File: config.mk
export PLATFORM = sky130hd
export DESIGN_NAME = pll_lock_supervisor
export DESIGN_NICKNAME = d
export VERILOG_FILES = /design/src/rtl/pll_lock_supervisor.sv
export SDC_FILE = /design/constraint.sdc
export NUM_CORES = 1
export LEC_CHECK = 0
export ABC_AREA = 1
export BUFFER_PORTS_ARGS = -buffer_cell sky130_fd_sc_hd__buf_2
export CORE_MARGIN = 8
export CORE_UTILIZATION = 45
export DETAILED_ROUTE_END_ITERATION = 10
export GPL_ROUTABILITY_DRIVEN = 0
export GPL_TIMING_DRIVEN = 0
export MAX_ROUTING_LAYER = met4
export SYNTH_ARGS = -nofsm -noshare
export SYNTH_HDL_FRONTEND = slang
export SYNTH_SLANG_ARGS = --single-unit
File: constraint.sdc
create_clock -name clk -period 1.8 [get_ports clk]
set_input_delay 0.09 -clock clk [delete_from_list [all_inputs] [get_ports clk]]
set_output_delay 0.09 -clock clk [all_outputs]
set_load 0.01 [all_outputs]
File: src/rtl/pll_lock_supervisor.sv
`default_nettype none
// +--------------------------------------------------------------------------+
// | pll_lock_supervisor : syncs two PLL LOCKs, sequences sys_rst, counts      |
// | loss-of-lock. Optional LOCK_STICKY_ERR_EN adds err_clr/lock_err. Rev 1.0  |
// +--------------------------------------------------------------------------+
module pll_lock_supervisor #(
   parameter int LOCK_STABLE_CYCLES = 1024,
   parameter int RST_HOLD_CYCLES    = 16,
   parameter int GLITCH_CYCLES      = 3,
   parameter int CNT_W              = 8
) (
   input  logic             clk,
   input  logic             rst,
   input  logic             pll1_lock,
   input  logic             pll2_lock,
`ifdef LOCK_STICKY_ERR_EN
   input  logic             err_clr,
   output logic             lock_err,
`endif
   output logic             sys_rst,
   output logic             locked,
   output logic [CNT_W-1:0] lock_lost_cnt,
   output logic [2:0]       state
);

   localparam int c_sw = (LOCK_STABLE_CYCLES > 1) ? $clog2(LOCK_STABLE_CYCLES) : 1;
   localparam int c_hw = (RST_HOLD_CYCLES > 1) ? $clog2(RST_HOLD_CYCLES) : 1;
   localparam int c_gw = (GLITCH_CYCLES > 0) ? $clog2(GLITCH_CYCLES + 1) : 1;

   localparam logic [c_sw-1:0] c_stable_last = c_sw'(LOCK_STABLE_CYCLES - 1);
   localparam logic [c_hw-1:0] c_hold_last   = c_hw'(RST_HOLD_CYCLES - 1);
   localparam logic [c_gw-1:0] c_glitch_last = c_gw'(GLITCH_CYCLES);

   typedef enum logic [2:0] {
      ST_WAIT   = 3'd0,
      ST_STABLE = 3'd1,
      ST_HOLD   = 3'd2,
      ST_READY  = 3'd3,
      ST_LOST   = 3'd4
   } state_t;

   state_t           state_q, state_d;
   logic [1:0]       sync1_q, sync2_q;
   logic [c_sw-1:0]  stable_cnt_q, stable_cnt_d;
   logic [c_hw-1:0]  hold_cnt_q, hold_cnt_d;
   logic [c_gw-1:0]  low_cnt_q, low_cnt_d;
   logic [CNT_W-1:0] lost_cnt_q;
   logic             sys_rst_q, locked_q;
   logic             w_both, w_lost_entry;

   always_ff @(posedge clk) begin
      if (rst) begin
         sync1_q <= 2'b00;
         sync2_q <= 2'b00;
      end else begin
         sync1_q <= {sync1_q[0], pll1_lock};
         sync2_q <= {sync2_q[0], pll2_lock};
      end
   end

   assign w_both = sync1_q[1] & sync2_q[1];

   always_comb begin
      state_d      = state_q;
      stable_cnt_d = stable_cnt_q;
      hold_cnt_d   = hold_cnt_q;
      low_cnt_d    = low_cnt_q;
      case (state_q)
         ST_WAIT: begin
            if (w_both) begin
               state_d      = ST_STABLE;
               stable_cnt_d = '0;
            end
         end
         ST_STABLE: begin
            if (!w_both) begin
               state_d = ST_WAIT;
            end else if (stable_cnt_q == c_stable_last) begin
               state_d    = ST_HOLD;
               hold_cnt_d = '0;
            end else begin
               stable_cnt_d = stable_cnt_q + c_sw'(1);
            end
         end
         ST_HOLD: begin
            if (!w_both) begin
               state_d = ST_WAIT;
            end else if (hold_cnt_q == c_hold_last) begin
               state_d   = ST_READY;
               low_cnt_d = '0;
            end else begin
               hold_cnt_d = hold_cnt_q + c_hw'(1);
            end
         end
         ST_READY: begin
            // Low runs shorter than GLITCH_CYCLES+1 cycles are treated as noise.
            if (w_both) begin
               low_cnt_d = '0;
            end else if (low_cnt_q == c_glitch_last) begin
               state_d = ST_LOST;
            end else begin
               low_cnt_d = low_cnt_q + c_gw'(1);
            end
         end
         ST_LOST: state_d = ST_WAIT;
         default: state_d = ST_WAIT;
      endcase
   end

   assign w_lost_entry = (state_q == ST_READY) && (state_d == ST_LOST);

   // Outputs derive from the next state so they switch on the same edge as the FSM.
   always_ff @(posedge clk) begin
      if (rst) begin
         state_q      <= ST_WAIT;
         stable_cnt_q <= '0;
         hold_cnt_q   <= '0;
         low_cnt_q    <= '0;
         lost_cnt_q   <= '0;
         sys_rst_q    <= 1'b1;
         locked_q     <= 1'b0;
      end else begin
         state_q      <= state_d;
         stable_cnt_q <= stable_cnt_d;
         hold_cnt_q   <= hold_cnt_d;
         low_cnt_q    <= low_cnt_d;
         sys_rst_q    <= (state_d != ST_READY);
         locked_q     <= (state_d == ST_READY);
         if (w_lost_entry && (lost_cnt_q != '1)) begin
            lost_cnt_q <= lost_cnt_q + CNT_W'(1);
         end
      end
   end

`ifdef LOCK_STICKY_ERR_EN
   logic lock_err_q;

   always_ff @(posedge clk) begin
      if (rst) begin
         lock_err_q <= 1'b0;
      end else if (w_lost_entry) begin
         lock_err_q <= 1'b1;
      end else if (err_clr) begin
         lock_err_q <= 1'b0;
      end
   end

   assign lock_err = lock_err_q;
`endif

   assign sys_rst       = sys_rst_q;
   assign locked        = locked_q;
   assign lock_lost_cnt = lost_cnt_q;
   assign state         = state_q;

endmodule
`default_nettype wire

### Word level (Yosys, flattened, before mapping)

Index checks and enable logic that the tools add are counted.

| operators by class | value |
|---|---|
| add/subtract/negate cells | 4 |
| equality and inequality tests | 18 |
| multiplexer cells | 22 |
| bitwise logic cells | 1 |
| reductions and logical operators | 9 |

Operators by type and width:

| operator | count |
|---|---|
| two-way mux 10 bit | 3 |
| two-way mux 3 bit | 7 |
| one-hot mux 10 bit (2 select lines) | 1 |
| two-way mux 4 bit | 4 |
| != test 2 bit (second input constant) | 7 |
| one-hot mux 3 bit (4 select lines) | 1 |
| adder 10 x 1 -> 10 bit (second input constant) | 1 |
| == test 10 bit (second input constant) | 1 |
| == test 3 x 2 -> 1 bit (second input constant) | 3 |
| adder 8 x 1 -> 8 bit (second input constant) | 1 |
| two-way mux 2 bit | 4 |
| != test 8 bit (second input constant) | 1 |
| one-hot mux 4 bit (2 select lines) | 1 |
| AND reduction 4 bit | 2 |
| nonzero test 2 bit | 3 |
| AND reduction 5 bit | 1 |
| adder 4 x 1 -> 4 bit (second input constant) | 1 |
| == test 4 bit (second input constant) | 1 |
| one-hot mux 2 bit (2 select lines) | 1 |
| == test 3 x 1 -> 1 bit (second input constant) | 1 |
| == test 3 bit (second input constant) | 1 |
| logical NOT 3 bit | 1 |
| != test 3 x 2 -> 1 bit (second input constant) | 1 |
| != test 3 bit (second input constant) | 1 |
| 4 further kinds | 5 |

| storage, ports and cells | value |
|---|---|
| flip-flop bits (word level) | 33 |
| input port bits | 4 |
| output and inout bits | 13 |

### Depth between registers and ports, before layout

Gate-level depths: netlist of the first run.

| depth | value |
|---|---|
| depth in word-level cells | 7 |
| mapped depth | 9 |
| depth with buffers taken out | 9 |

### Worst setup path before layout of the first run

Ideal clock, no wire load.

| timing path | value |
|---|---|
| path kind | reg-to-reg |
| from | register stable_cnt_q[0] |
| to | register hold_cnt_q[3] |
| arrival | 1.350 ns |
| data required time | 1.681 ns |
| path slack | 0.331 ns |
| cell stages (with the launch flop) | 9 |
| path buffers | 0 |
| cells stage by stage | dfxtp_1 ha_1 nand2_1 nor2_4 nand3_4 o21bai_4 nand2_1 nand2_1 a21oi_1 |

| between the ends | value |
|---|---|
| word-level cells in the longest chain between the ends | 3 |

Ends and longest elaborated chain:

| what | RTL line | RTL |
|---|---|---|
| from (decl) | 44 | `logic [c_sw-1:0] stable_cnt_q, stable_cnt_d;` |
| from (signal assigned) | 124 | `stable_cnt_q <= stable_cnt_d;` |
| == test 10 bit | 78 | `end else if (stable_cnt_q == c_stable_last) begin` |
| != test 2 bit (no source line) | -- |  |
| AND reduction 5 bit (no source line) | -- |  |
| to (signal assigned) | 125 | `hold_cnt_q <= hold_cnt_d;` |
| to (decl) | 45 | `logic [c_hw-1:0] hold_cnt_q, hold_cnt_d;` |

No other way between the ends.
A chain may end at the register's enable or synchronous reset.

### Worst setup path in the final report of the first run

| timing path | value |
|---|---|
| from | register stable_cnt_q[0] |
| to | register state_q[0] (netlist: state[0]) |

| between the ends | value |
|---|---|
| word-level cells in the longest chain between the ends | 4 |

Ends and longest elaborated chain:

| what | RTL line | RTL |
|---|---|---|
| == test 10 bit | 78 |  |
| two-way mux 3 bit | 78 |  |
| two-way mux 3 bit | 76 | `if (!w_both) begin` |
| one-hot mux 3 bit (4 select lines) | 68 | `case (state_q)` |
| to (signal assigned) | 123 | `state_q <= state_d;` |
| to (decl) | 42 | `state_t state_q, state_d;` |

No other way between the ends.

==> flow_summary.rst, run 1 <==
.. list-table::
   :header-rows: 1

   * - Metric
     - Value
   * - Number of library cell types mapped by synthesis
     - 30
   * - FMAX
     - 0.603 GHz
   * - Antenna violations before repair
     - 0
   * - Share of the cycle needed by the critical path after routing
     - 0.921
   * - Crit Path Max Fanout
     - 8
   * - Flops & latches, synth
     - 33
   * - DP Area
     - 1850 um2
   * - Max H-tree Level
     - 2
   * - Power share of the combinational group
     - 0.025
   * - Worst Skew
     - 0.00350 ns
   * - Port Buffers
     - 16
   * - Clock tree from TritonCTS
     - built
   * - VDD IR-drop max
     - 945 uV
   * - Critical Path Source
     - stable_cnt_q[0]$_SDFFE_PP0P_
   * - Worst setup EP type
     - flop
   * - Int Power
     - 0.00116 W
   * - Pwr/cell area
     - 744 nW/um2
   * - Worst Path Required
     - 1.97 ns
   * - Number of violations of the max-capacitance limit
     - 0
   * - Number of global-route vias before repair
     - 1424
   * - Effective utilization at floorplan
     - 0.466
   * - Final Hold Violating Endpoints
     - 0
   * - Setup Crit Path Kind
     - flop to flop
   * - Number of buffers created by CTS
     - 5
   * - Vertical die dimension
     - 77.6 um
   * - Worst path arrival time
     - 1.83 ns
   * - Top post-synthesis cells by area
     - sky130_fd_sc_hd__dfxtp_1 39%, sky130_fd_sc_hd__nand2_1 10%, sky130_fd_sc_hd__nor2_1 7.5%, sky130_fd_sc_hd__inv_1 6.2%, sky130_fd_sc_hd__a21oi_1 5.6%
   * - Part of the Yosys area used for sequential elements
     - 0.387
   * - Synth area leader
     - sky130_fd_sc_hd__dfxtp_1
   * - FF-to-FF Start
     - stable_cnt_q[0]$_SDFFE_PP0P_
   * - Sw Pwr
     - 0.000314 W
   * - Multi-input gate area in the final layout
     - 896 um2
   * - Share of the core filled with cells in the final layout
     - 0.541
   * - Top post-synthesis cells by count
     - 46 x sky130_fd_sc_hd__nand2_1, 34 x sky130_fd_sc_hd__nor2_1, 33 x sky130_fd_sc_hd__dfxtp_1
   * - Most Used Layer, Global Route
     - met2
   * - Root buffer cell
     - sky130_fd_sc_hd__clkbuf_8
   * - Depth of the worst register-to-register path
     - 7
   * - Area Growth Syn to Fin
     - 16.2%
   * - Overall power consumption
     - 0.00148 W
   * - Slew at the pin closest to its max-slew limit
     - 0.328 ns
   * - Number of nets in the synthesized netlist
     - 244
   * - Met1 usage
     - 0.159
   * - Number of instances in the synthesized netlist
     - 236
   * - Latest clock arrival within the worst-skew pair
     - 0.29 ns
   * - DRT iter0 DRCs
     - 79
   * - Final setup TNS
     - 0 ns
   * - Headroom to the max-slew limit
     - 0.780
   * - Count of inserted antenna diode cells
     - 0
   * - Number of nets with antenna violations after detailed routing
     - 0
   * - Yosys warning total
     - 0
   * - Vias after detailed routing
     - 1528
   * - Clk network pwr share
     - 0.477
   * - Worst path top cell family by delay
     - simple AND/OR/NAND/NOR gates
   * - Fraction of registers with async set or reset after synthesis
     - 0
   * - Crit path max-delay cell type
     - sky130_fd_sc_hd__dfxtp_2
   * - Most frequent cell after synthesis
     - sky130_fd_sc_hd__nand2_1
   * - Prevailing post-synth register cell
     - sky130_fd_sc_hd__dfxtp_1
   * - Net count reported at finish
     - 269
   * - Wirelength per Cell
     - 11.6 um
   * - Combined global-route utilization of all metal layers
     - 0.131
   * - Vias per Instance
     - 4.93
   * - Share of the synthesized area in the top cell type
     - 0.387
   * - Post-synth EDFFs
     - 0
   * - Full die area
     - 6020 um2
   * - FILL cells
     - 375
   * - Core region area
     - 3660 um2
   * - Sequential cell area
     - 662 um2
   * - Final worst path period need
     - 1.66 ns
   * - Cell breakdown of the critical path
     - ha_2 -> nand2_1 -> nor2_4 -> nand3_4 -> o21ai_4 -> buf_4 -> a21oi_1
   * - Crit. path cell count
     - 7
   * - Lkg Pwr
     - 0.810 nW
   * - Sinks on Clock Net
     - 33
   * - M3 GR Usage
     - 0.0392
   * - Global-route wire length before repair
     - 6.27 mm
   * - Fin worst setup slack
     - 0.142 ns
   * - IO Count
     - 17
   * - Startpoint Class
     - flop
   * - Routed Wire Length
     - 3.61 mm
   * - Number of standard-cell rows in the floorplan
     - 22
   * - CP bufs+invs
     - 1
   * - Crit path capture
     - state[0]$_SDFF_PP0_
   * - Max Transition Viols Final
     - 0
   * - Overflow after GRT
     - 0
   * - Cell area after synthesis
     - 1710 um2
   * - # setup viols final
     - 0
   * - First-pass detailed-route iteration total
     - 5
   * - Deepest clock path buffer count
     - 2
   * - Share of total power consumed by net switching
     - 0.213
   * - Worst Hold Class
     - input port to flop
   * - Estimated wirelength of the detail-placed design
     - 2.61 mm
   * - Layout cells sized above 1
     - 0.198
   * - Clock slew at reported path FFs
     - 0.07 ns
   * - Maximum number of pins on one net before global-route repair
     - 13
   * - Final instance area
     - 1980 um2
   * - Global routing usage on met2
     - 0.195
   * - Maximum cell stage delay along the critical path
     - 0.39 ns
   * - R2R Setup Slk
     - 0.14 ns
   * - Setup WS pre-CTS
     - 0.0847 ns
   * - Average footprint of a synthesized cell
     - 7.23 um2
   * - Share of power burned in registers
     - 0.498
   * - Drt drc
     - 0
   * - Result of the run
     - complete, no violations
   * - Worst flop-to-flop path endpoint
     - state[0]$_SDFF_PP0_
   * - Die width
     - 77.6 um
[metrics by stage]
step           hold slack [ns]  cells
4_1_cts                0.00462    309
5_1_grt                 0.0142    310
3_3_place_gp             0.291    300
2_1_floorplan            0.197    236
6_report                0.0112    310
3_5_place_dp             0.297    300
[cells by family (layout without fill, tap and decap cells)]
logic type / Yosys count / after routing / synth area share
DFF: 33 / 33 / 0.387
adders and majority gates: 4 / 4 / 0.0293
xor gates and xnor gates: 5 / 5 / 0.0257
AOI/OAI and AO/OA: 31 / 31 / 0.110
and+or+nand+nor: 125 / 125 / 0.359
buffers and inverters: 38 / 64 / 0.0888
[how the worst min path moves through the flow]
stage	end	from	slack, ns	cells past startpoint
final	sync2_q[0]$_SDFF_PP0_	pll2_lock	0.01	3
after floorplan	sync1_q[0]$_SDFF_PP0_	pll1_lock	0.20	2
after global routing	sync2_q[0]$_SDFF_PP0_	pll2_lock	0.01	3
after global placement	sync2_q[0]$_SDFF_PP0_	pll2_lock	0.29	3
after CTS	sync2_q[0]$_SDFF_PP0_	pll2_lock	0.005	3
after detailed placement	sync1_q[0]$_SDFF_PP0_	pll1_lock	0.30	3
[sequential cells by signal, indices dropped and copies added (netlist names)]
register,count
lock_lost_cnt,8
locked,1
sys_rst,1
stable_cnt_q,10
sync2_q,2
state,3
low_cnt_q,2
sync1_q,2
hold_cnt_q,4
[tightest hold or removal path, cell delays in order]
cell                     delay (ns)
sky130_fd_sc_hd__buf_2         0.08
sky130_fd_sc_hd__inv_1         0.03
sky130_fd_sc_hd__nor2_1        0.06
[power groups by stage]
stage                     Clock (W)  Combinational [W]  Sequential (W)
after floorplan                   0          0.0000221        0.000752
after global placement            0          0.0000343        0.000752
after detailed placement          0          0.0000351        0.000752
after CTS                  0.000725          0.0000370        0.000735
after global routing       0.000756          0.0000414        0.000735
final                      0.000703          0.0000367        0.000735
[area by class of cell]
cell class | instances | share of cell area
Inverter | 36 | 0.0682
Timing Repair Buffer | 18 | 0.0492
Multi-Input combinational cell | 165 | 0.452
Buffer | 2 | 0.00821
Sequential cell | 33 | 0.334
Clock inverter | 3 | 0.0234
Clock buffer | 5 | 0.0347
Tap cell | 48 | 0.0303
[cells in the final DEF (no fill, tap or decap), types with 7 or more instances in the layout]
cell type                 Yosys  layout
sky130_fd_sc_hd__nand2_1     46      46
sky130_fd_sc_hd__inv_2        7       7
sky130_fd_sc_hd__buf_2        1      17
sky130_fd_sc_hd__a21oi_1     19      19
sky130_fd_sc_hd__dfxtp_1     33      32
sky130_fd_sc_hd__nor2_1      34      34
sky130_fd_sc_hd__nand4_1      9       9
sky130_fd_sc_hd__inv_1       28      28
sky130_fd_sc_hd__nand3_1     16      16
[metal layers]
metal,vias to the layer above,routed length (um)
met5,-,0
met4,0,47
met3,4,149
met2,31,1670
met1,687,1740
li1,806,-
[repair_timing]
item / CTS / global route
hold buffers: 1 / 0
gates resized for setup: 0 / 2
endpoints found under the hold margin: 1 / 0
setup buffers: 0 / 1
endpoints found under the setup margin: 0 / 14
Power figures use the tool's default switching activity.
==> run 2, diff against run 1 <==
Settings changed: ABC_AREA 1 to default, PLACE_DENSITY_LB_ADDON from default to 0.1.
==> flow_summary.rst, run 2 <==
.. list-table::
   :header-rows: 1

   * - Metric
     - Value
   * - Result of the run
     - complete, no violations
   * - Post-synth EDFFs
     - 0
   * - Final Hold Violating Endpoints
     - 0
   * - Final Non-Filler Cells
     - 247
   * - Layout cells sized above 1
     - 0.179
   * - Flops & latches, synth
     - 33
   * - Cell area after synthesis
     - 1550 um2
   * - Worst path arrival time
     - 1.94 ns
   * - RSZ-0062 raised after global routing
     - false
   * - Fraction of registers with async set or reset after synthesis
     - 0
   * - # setup viols final
     - 0
   * - Average footprint of a synthesized cell
     - 8.99 um2
   * - Max Transition Viols Final
     - 0
   * - FMAX
     - 0.605 GHz
   * - Number of nets with antenna violations after detailed routing
     - 0
   * - Vertical die dimension
     - 74.6 um
   * - Int Power
     - 0.00109 W
   * - Number of violations of the max-capacitance limit
     - 0
   * - Worst Skew
     - 0.0110 ns
   * - Antenna violations before repair
     - 0
   * - Root buffer cell
     - sky130_fd_sc_hd__clkbuf_4
   * - Global-route wire length before repair
     - 6.06 mm
   * - Top post-synthesis cells by count
     - 33 x sky130_fd_sc_hd__dfxtp_1, 17 x sky130_fd_sc_hd__a21oi_1, 11 x sky130_fd_sc_hd__nor2_1
   * - Cell breakdown of the critical path
     - and4bb_1 -> buf_2 -> nand4_1 -> or4_1 -> nand2_1
   * - Most frequent cell after synthesis
     - sky130_fd_sc_hd__dfxtp_1
   * - Number of instances in the synthesized netlist
     - 172
   * - Crit path max-delay cell type
     - sky130_fd_sc_hd__dfxtp_1
   * - Worst path top cell family by delay
     - simple AND/OR/NAND/NOR gates
   * - Combined global-route utilization of all metal layers
     - 0.144
   * - First-pass detailed-route iteration total
     - 4
   * - Tightest hold margin
     - 0.0956 ns
   * - Die width
     - 74.6 um
   * - Headroom to the max-slew limit
     - 0.690
   * - Share of the core filled with cells in the final layout
     - 0.553
   * - Number of library cell types mapped by synthesis
     - 46
   * - Startpoint Class
     - flop
   * - Part of the Yosys area used for sequential elements
     - 0.427
   * - DP Area
     - 1680 um2
   * - Most common cell after layout, fill and taps aside
     - sky130_fd_sc_hd__dfxtp_1
   * - Number of placed cells counting well taps
     - 233
   * - Prevailing post-synth register cell
     - sky130_fd_sc_hd__dfxtp_1
   * - Sw Pwr
     - 0.000281 W
   * - Max H-tree Level
     - 2
   * - Share of the cycle needed by the critical path after routing
     - 0.919
   * - Wirelength per Cell
     - 13.9 um
   * - Vias after detailed routing
     - 1412
   * - VDD IR-drop max
     - 482 uV
   * - IO Count
     - 17
   * - Maximum cell stage delay along the critical path
     - 0.45 ns
   * - Register bank with the most flops
     - stable_cnt_q
   * - Final worst path period need
     - 1.65 ns
   * - Routed Wire Length
     - 3.43 mm
   * - Full die area
     - 5570 um2
   * - Lkg Pwr
     - 0.683 nW
   * - Slew at the pin closest to its max-slew limit
     - 0.465 ns
   * - DRT iter0 DRCs
     - 107
   * - Latest clock arrival within the worst-skew pair
     - 0.34 ns
   * - Clock slew at reported path FFs
     - 0.10 ns
   * - Clock tree from TritonCTS
     - built
   * - Estimated wirelength of the detail-placed design
     - 2.46 mm
   * - Count of inserted antenna diode cells
     - 0
   * - Number of global-route vias before repair
     - 1316
   * - Drt drc
     - 0
   * - Power share of the combinational group
     - 0.027
   * - Vias per Instance
     - 5.72
   * - Maximum number of pins on one net before global-route repair
     - 11
   * - Final instance area
     - 1830 um2
   * - Yosys warning total
     - 0
   * - Core region area
     - 3310 um2
   * - Port Buffers
     - 15
   * - Worst setup EP type
     - flop
   * - Synth area leader
     - sky130_fd_sc_hd__dfxtp_1
   * - Sinks on Clock Net
     - 33
   * - Number of standard-cell rows in the floorplan
     - 21
   * - Clk network pwr share
     - 0.428
   * - Worst Hold Class
     - input port to flop
   * - Share of the synthesized area in the top cell type
     - 0.427
   * - Setup Crit Path Kind
     - flop to flop
   * - Effective utilization at floorplan
     - 0.467
   * - Area Growth Syn to Fin
     - 18.4%
   * - Leading cell types in the layout, fill and taps excluded
     - 32 x sky130_fd_sc_hd__dfxtp_1, 17 x sky130_fd_sc_hd__a21oi_1, 16 x sky130_fd_sc_hd__buf_2
   * - Share of power burned in registers
     - 0.546
   * - Final setup TNS
     - 0 ns
   * - Share of total power consumed by net switching
     - 0.206
   * - Worst Path Required
     - 2.08 ns
   * - CP bufs+invs
     - 1
   * - Deepest clock path buffer count
     - 2
   * - Number of flip-flops in the largest register
     - 10
   * - Crit Path Max Fanout
     - 10
   * - Top post-synthesis cells by area
     - sky130_fd_sc_hd__dfxtp_1 43%, sky130_fd_sc_hd__a21oi_1 5.5%, sky130_fd_sc_hd__ha_1 3.2%, sky130_fd_sc_hd__nand3_1 3.2%, sky130_fd_sc_hd__nand4_1 3.2%
   * - Number of nets in the synthesized netlist
     - 180
   * - Pwr/cell area
     - 746 nW/um2
   * - Overflow after GRT
     - 0
   * - Number of buffers created by CTS
     - 5
   * - Net count reported at finish
     - 208
run 2: cell types whose count changed after synthesis, moves of 5 or more:
| cell | previous run | this run |
|---|---|---|
| sky130_fd_sc_hd__nor2_1 | 34 | 11 |
| sky130_fd_sc_hd__inv_1 | 28 | 3 |
| sky130_fd_sc_hd__nand2_1 | 46 | 7 |
| sky130_fd_sc_hd__inv_2 | 7 | 0 |
| sky130_fd_sc_hd__nand3_1 | 16 | 10 |
| sky130_fd_sc_hd__nor2b_1 | 0 | 5 |
| sky130_fd_sc_hd__or3_1 | 0 | 7 |
run 2: logic make-up (layout without fill, tap and decap cells):
logic type | after synthesis | in the layout | synth area share
xor gates and xnor gates | 5 | 5 | 0.0283
AOI/OAI and AO/OA | 43 | 43 | 0.177
buffers and inverters | 9 | 38 | 0.0299
muxes | 1 | 1 | 0.00647
adders and majority gates | 4 | 4 | 0.0324
and+or+nand+nor | 77 | 77 | 0.299
DFF | 33 | 33 | 0.427
run 2: cell type report:
type                            count  area [um2]
Clock inverter                      1        30.0
Fill cell                         320        1480
Multi-Input combinational cell    130         856
Timing Repair Buffer               21         125
Sequential cell                    33         662
Tap cell                           46        57.6
Clock buffer                        7        55.1
Inverter                            3        11.3
Buffer                              6        35.0
run 2: worst paths after layout:
kind | start | end | slack [ns] | cells after the start
setup / recovery | sync1_q[1]$_SDFF_PP0_ | stable_cnt_q[5]$_SDFFE_PP0P_ | 0.15 | 5
hold / removal | rst | sync2_q[0]$_SDFF_PP0_ | 0.1 | 2
setup reg to reg | sync1_q[1]$_SDFF_PP0_ | stable_cnt_q[5]$_SDFFE_PP0P_ | 0.15 | 5
hold reg to reg | sync1_q[0]$_SDFF_PP0_ | sync1_q[1]$_SDFF_PP0_ | 0.45 | 1
run 2: repair_timing:
item | in CTS | in global routing
setup endpoints to repair | 0 | 9
hold endpoints to repair | 2 | 0
buffers inserted | 0 | 4
hold buffers | 2 | 0
resized for setup | 0 | 4
run 2: power groups by stage:
stage	registers, W	clock network, W	logic, W
2_1_floorplan	0.000760	0	0.0000241
3_3_place_gp	0.000761	0	0.0000332
3_5_place_dp	0.000762	0	0.0000337
4_1_cts	0.000745	0.000603	0.0000371
5_1_grt	0.000748	0.000641	0.0000411
6_report	0.000746	0.000584	0.0000364
run 2: per-stage QoR:
stage / total power, W / setup slack [ns]
after floorplan: 0.000784 / 0.247
after global placement: 0.000795 / 0.0988
after detailed placement: 0.000796 / 0.0432
after CTS: 0.00139 / 0.00383
after global routing: 0.00143 / 0.0196
final: 0.00137 / 0.146
run 2: metal layers:
metal / global-route usage / share of wire
met1: 0.172 / 0.47
met5: - / 0
met2: 0.212 / 0.45
met4: 0.0652 / 0.017
met3: 0.0506 / 0.061
==> run 3, diff against run 2 <==
Settings changed: SETUP_SLACK_MARGIN from default to 0.2.
==> flow_summary.rst, run 3 (same netlist as run 2, synthesis figures left out) <==
.. list-table::
   :header-rows: 1

   * - Metric
     - Value
   * - Result of the run
     - complete, no violations
   * - Setup Crit Path Kind
     - flop to flop
   * - FILL cells
     - 313
   * - Worst Skew
     - 0.0109 ns
   * - Depth of the worst register-to-register path
     - 4
   * - Routed Wire Length
     - 3.48 mm
   * - Worst flop-to-flop path endpoint
     - hold_cnt_q[2]$_SDFFE_PP0P_
   * - Die width
     - 74.6 um
   * - Leading cell types in the layout, fill and taps excluded
     - 23 x sky130_fd_sc_hd__dfxtp_1, 15 x sky130_fd_sc_hd__a21oi_1, 15 x sky130_fd_sc_hd__buf_2
   * - Startpoint Class
     - flop
   * - Share of the core filled with cells in the final layout
     - 0.576
   * - Root buffer cell
     - sky130_fd_sc_hd__clkbuf_4
   * - Crit Path Max Fanout
     - 6
   * - Multi-input gate area in the final layout
     - 900 um2
   * - Launch instance of the worst min-delay path
     - rst
   * - Sinks on Clock Net
     - 33
   * - Layout cells sized above 1
     - 0.270
   * - Clock tree from TritonCTS
     - built
   * - Estimated wirelength of the detail-placed design
     - 2.46 mm
   * - Drt drc
     - 0
   * - Final Hold Violating Endpoints
     - 0
   * - Slew at the pin closest to its max-slew limit
     - 0.521 ns
   * - Max H-tree Level
     - 2
   * - FF-to-FF Start
     - stable_cnt_q[4]$_SDFFE_PP0P_
   * - Worst Hold Path Cells
     - 2
   * - Vertical die dimension
     - 74.6 um
   * - Worst Hold Class
     - input port to flop
   * - Wirelength per Cell
     - 14.2 um
   * - Number of nets with antenna violations after detailed routing
     - 0
   * - Count of inserted antenna diode cells
     - 0
   * - Number of standard-cell rows in the floorplan
     - 21
   * - Core region area
     - 3310 um2
   * - Worst path arrival time
     - 1.80 ns
   * - # setup viols final
     - 0
   * - Global-route wire length before repair
     - 6.08 mm
   * - Net count reported at finish
     - 207
   * - Vias after detailed routing
     - 1411
   * - Pwr/cell area
     - 716 nW/um2
   * - Sink of the worst hold path
     - sync2_q[0]$_SDFF_PP0_
   * - Register bank with the most flops
     - stable_cnt_q
   * - Worst setup EP type
     - flop
   * - Full die area
     - 5570 um2
   * - Overall power consumption
     - 0.00136 W
   * - Vias per Instance
     - 5.74
   * - Worst Path Required
     - 2.03 ns
   * - Antenna violations before repair
     - 0
   * - Most common cell after layout, fill and taps aside
     - sky130_fd_sc_hd__dfxtp_1
   * - IO Count
     - 17
   * - Maximum number of pins on one net before global-route repair
     - 11
   * - Deepest clock path buffer count
     - 2
   * - Latest clock arrival within the worst-skew pair
     - 0.34 ns
   * - Number of global-route vias before repair
     - 1332
   * - RSZ-0062 raised after global routing
     - true
   * - VDD IR-drop max
     - 474 uV
   * - Final worst path period need
     - 1.56 ns
   * - FMAX
     - 0.640 GHz
   * - Port Buffers
     - 15
   * - Area Growth Syn to Fin
     - 23.2%
   * - R2R Setup Slk
     - 0.24 ns
   * - Max Transition Viols Final
     - 0
   * - Number of violations of the max-capacitance limit
     - 0
   * - Number of flip-flops in the largest register
     - 10
   * - Combined global-route utilization of all metal layers
     - 0.145
   * - Share of the cycle needed by the critical path after routing
     - 0.869
   * - Overflow after GRT
     - 0
   * - DRT iter0 DRCs
     - 99
   * - Clock slew at reported path FFs
     - 0.11 ns
   * - Headroom to the max-slew limit
     - 0.653
   * - Effective utilization at floorplan
     - 0.467
   * - Final setup TNS
     - 0 ns
   * - First-pass detailed-route iteration total
     - 4
   * - Number of buffers created by CTS
     - 5
   * - Sequential cell area
     - 681 um2
   * - Lkg Pwr
     - 0.678 nW
## run 3: cell count changes in the layout (fill, tap and decap cells not counted), sizes merged
cell | before | now
buf | 22 | 21
## run 3: area by class of cell
| cell class | instances | share of cell area |
|---|---|---|
| Clock inverter | 1 | 0.0158 |
| Tap cell | 46 | 0.0302 |
| Sequential cell | 33 | 0.357 |
| Timing Repair Buffer | 20 | 0.0683 |
| Clock buffer | 7 | 0.0289 |
| Multi-Input combinational cell | 130 | 0.472 |
| Buffer | 6 | 0.0217 |
| Inverter | 3 | 0.00591 |
## run 3: how the worst max path moves through the flow
stage                                     to                         start  cells past startpoint
2_1_floorplan  lock_lost_cnt[3]$_SDFFE_PP0P_     low_cnt_q[0]$_SDFFE_PP0P_                      6
3_3_place_gp   lock_lost_cnt[4]$_SDFFE_PP0P_     low_cnt_q[0]$_SDFFE_PP0P_                      6
3_5_place_dp   lock_lost_cnt[4]$_SDFFE_PP0P_     low_cnt_q[0]$_SDFFE_PP0P_                      6
4_1_cts        lock_lost_cnt[4]$_SDFFE_PP0P_     low_cnt_q[0]$_SDFFE_PP0P_                      6
5_1_grt           hold_cnt_q[2]$_SDFFE_PP0P_  stable_cnt_q[4]$_SDFFE_PP0P_                      4
6_report          hold_cnt_q[2]$_SDFFE_PP0P_  stable_cnt_q[4]$_SDFFE_PP0P_                      4
## run 3: repair_timing
action,in CTS,in global routing
hold buffers,2,0
pin swaps,0,1
gates resized for setup,11,18
endpoints found under the setup margin,13,20
endpoints found under the hold margin,2,0
setup buffers,1,2
gates cloned,0,0
## run 3: worst max-delay path: stages, from the launching register on
cell and delay [ns]:
sky130_fd_sc_hd__dfxtp_1 0.44, sky130_fd_sc_hd__nand4_1 0.26, sky130_fd_sc_hd__nor4_1 0.50, sky130_fd_sc_hd__or2_2 0.22, sky130_fd_sc_hd__a311oi_1 0.05
## run 3: power by group
| part | internal (W) | switching [W] |
|---|---|---|
| clock | 0.000332 | 0.000254 |
| combinational | 0.0000164 | 0.0000214 |
| sequential | 0.000733 | 0.00000795 |
## run 3: layer usage
metal / GRT usage / routed length (um) / up-vias
met5: - / 0 / -
met4: 0.0674 / 70 / 0
met3: 0.0519 / 219 / 10
met2: 0.215 / 1580 / 36
met1: 0.170 / 1620 / 663
li1: - / - / 702
## run 3: per-stage QoR
stage | worst slack (ns) | hold slack [ns] | instance area, um2 | std cells
after floorplan | 0.247 | 0.218 | 1550 | 172
after global placement | 0.0988 | 0.301 | 1680 | 233
after detailed placement | 0.0432 | 0.309 | 1680 | 233
after CTS | 0.195 | 0.0795 | 1820 | 244
after global routing | 0.135 | 0.102 | 1910 | 246
final | 0.237 | 0.0984 | 1910 | 246
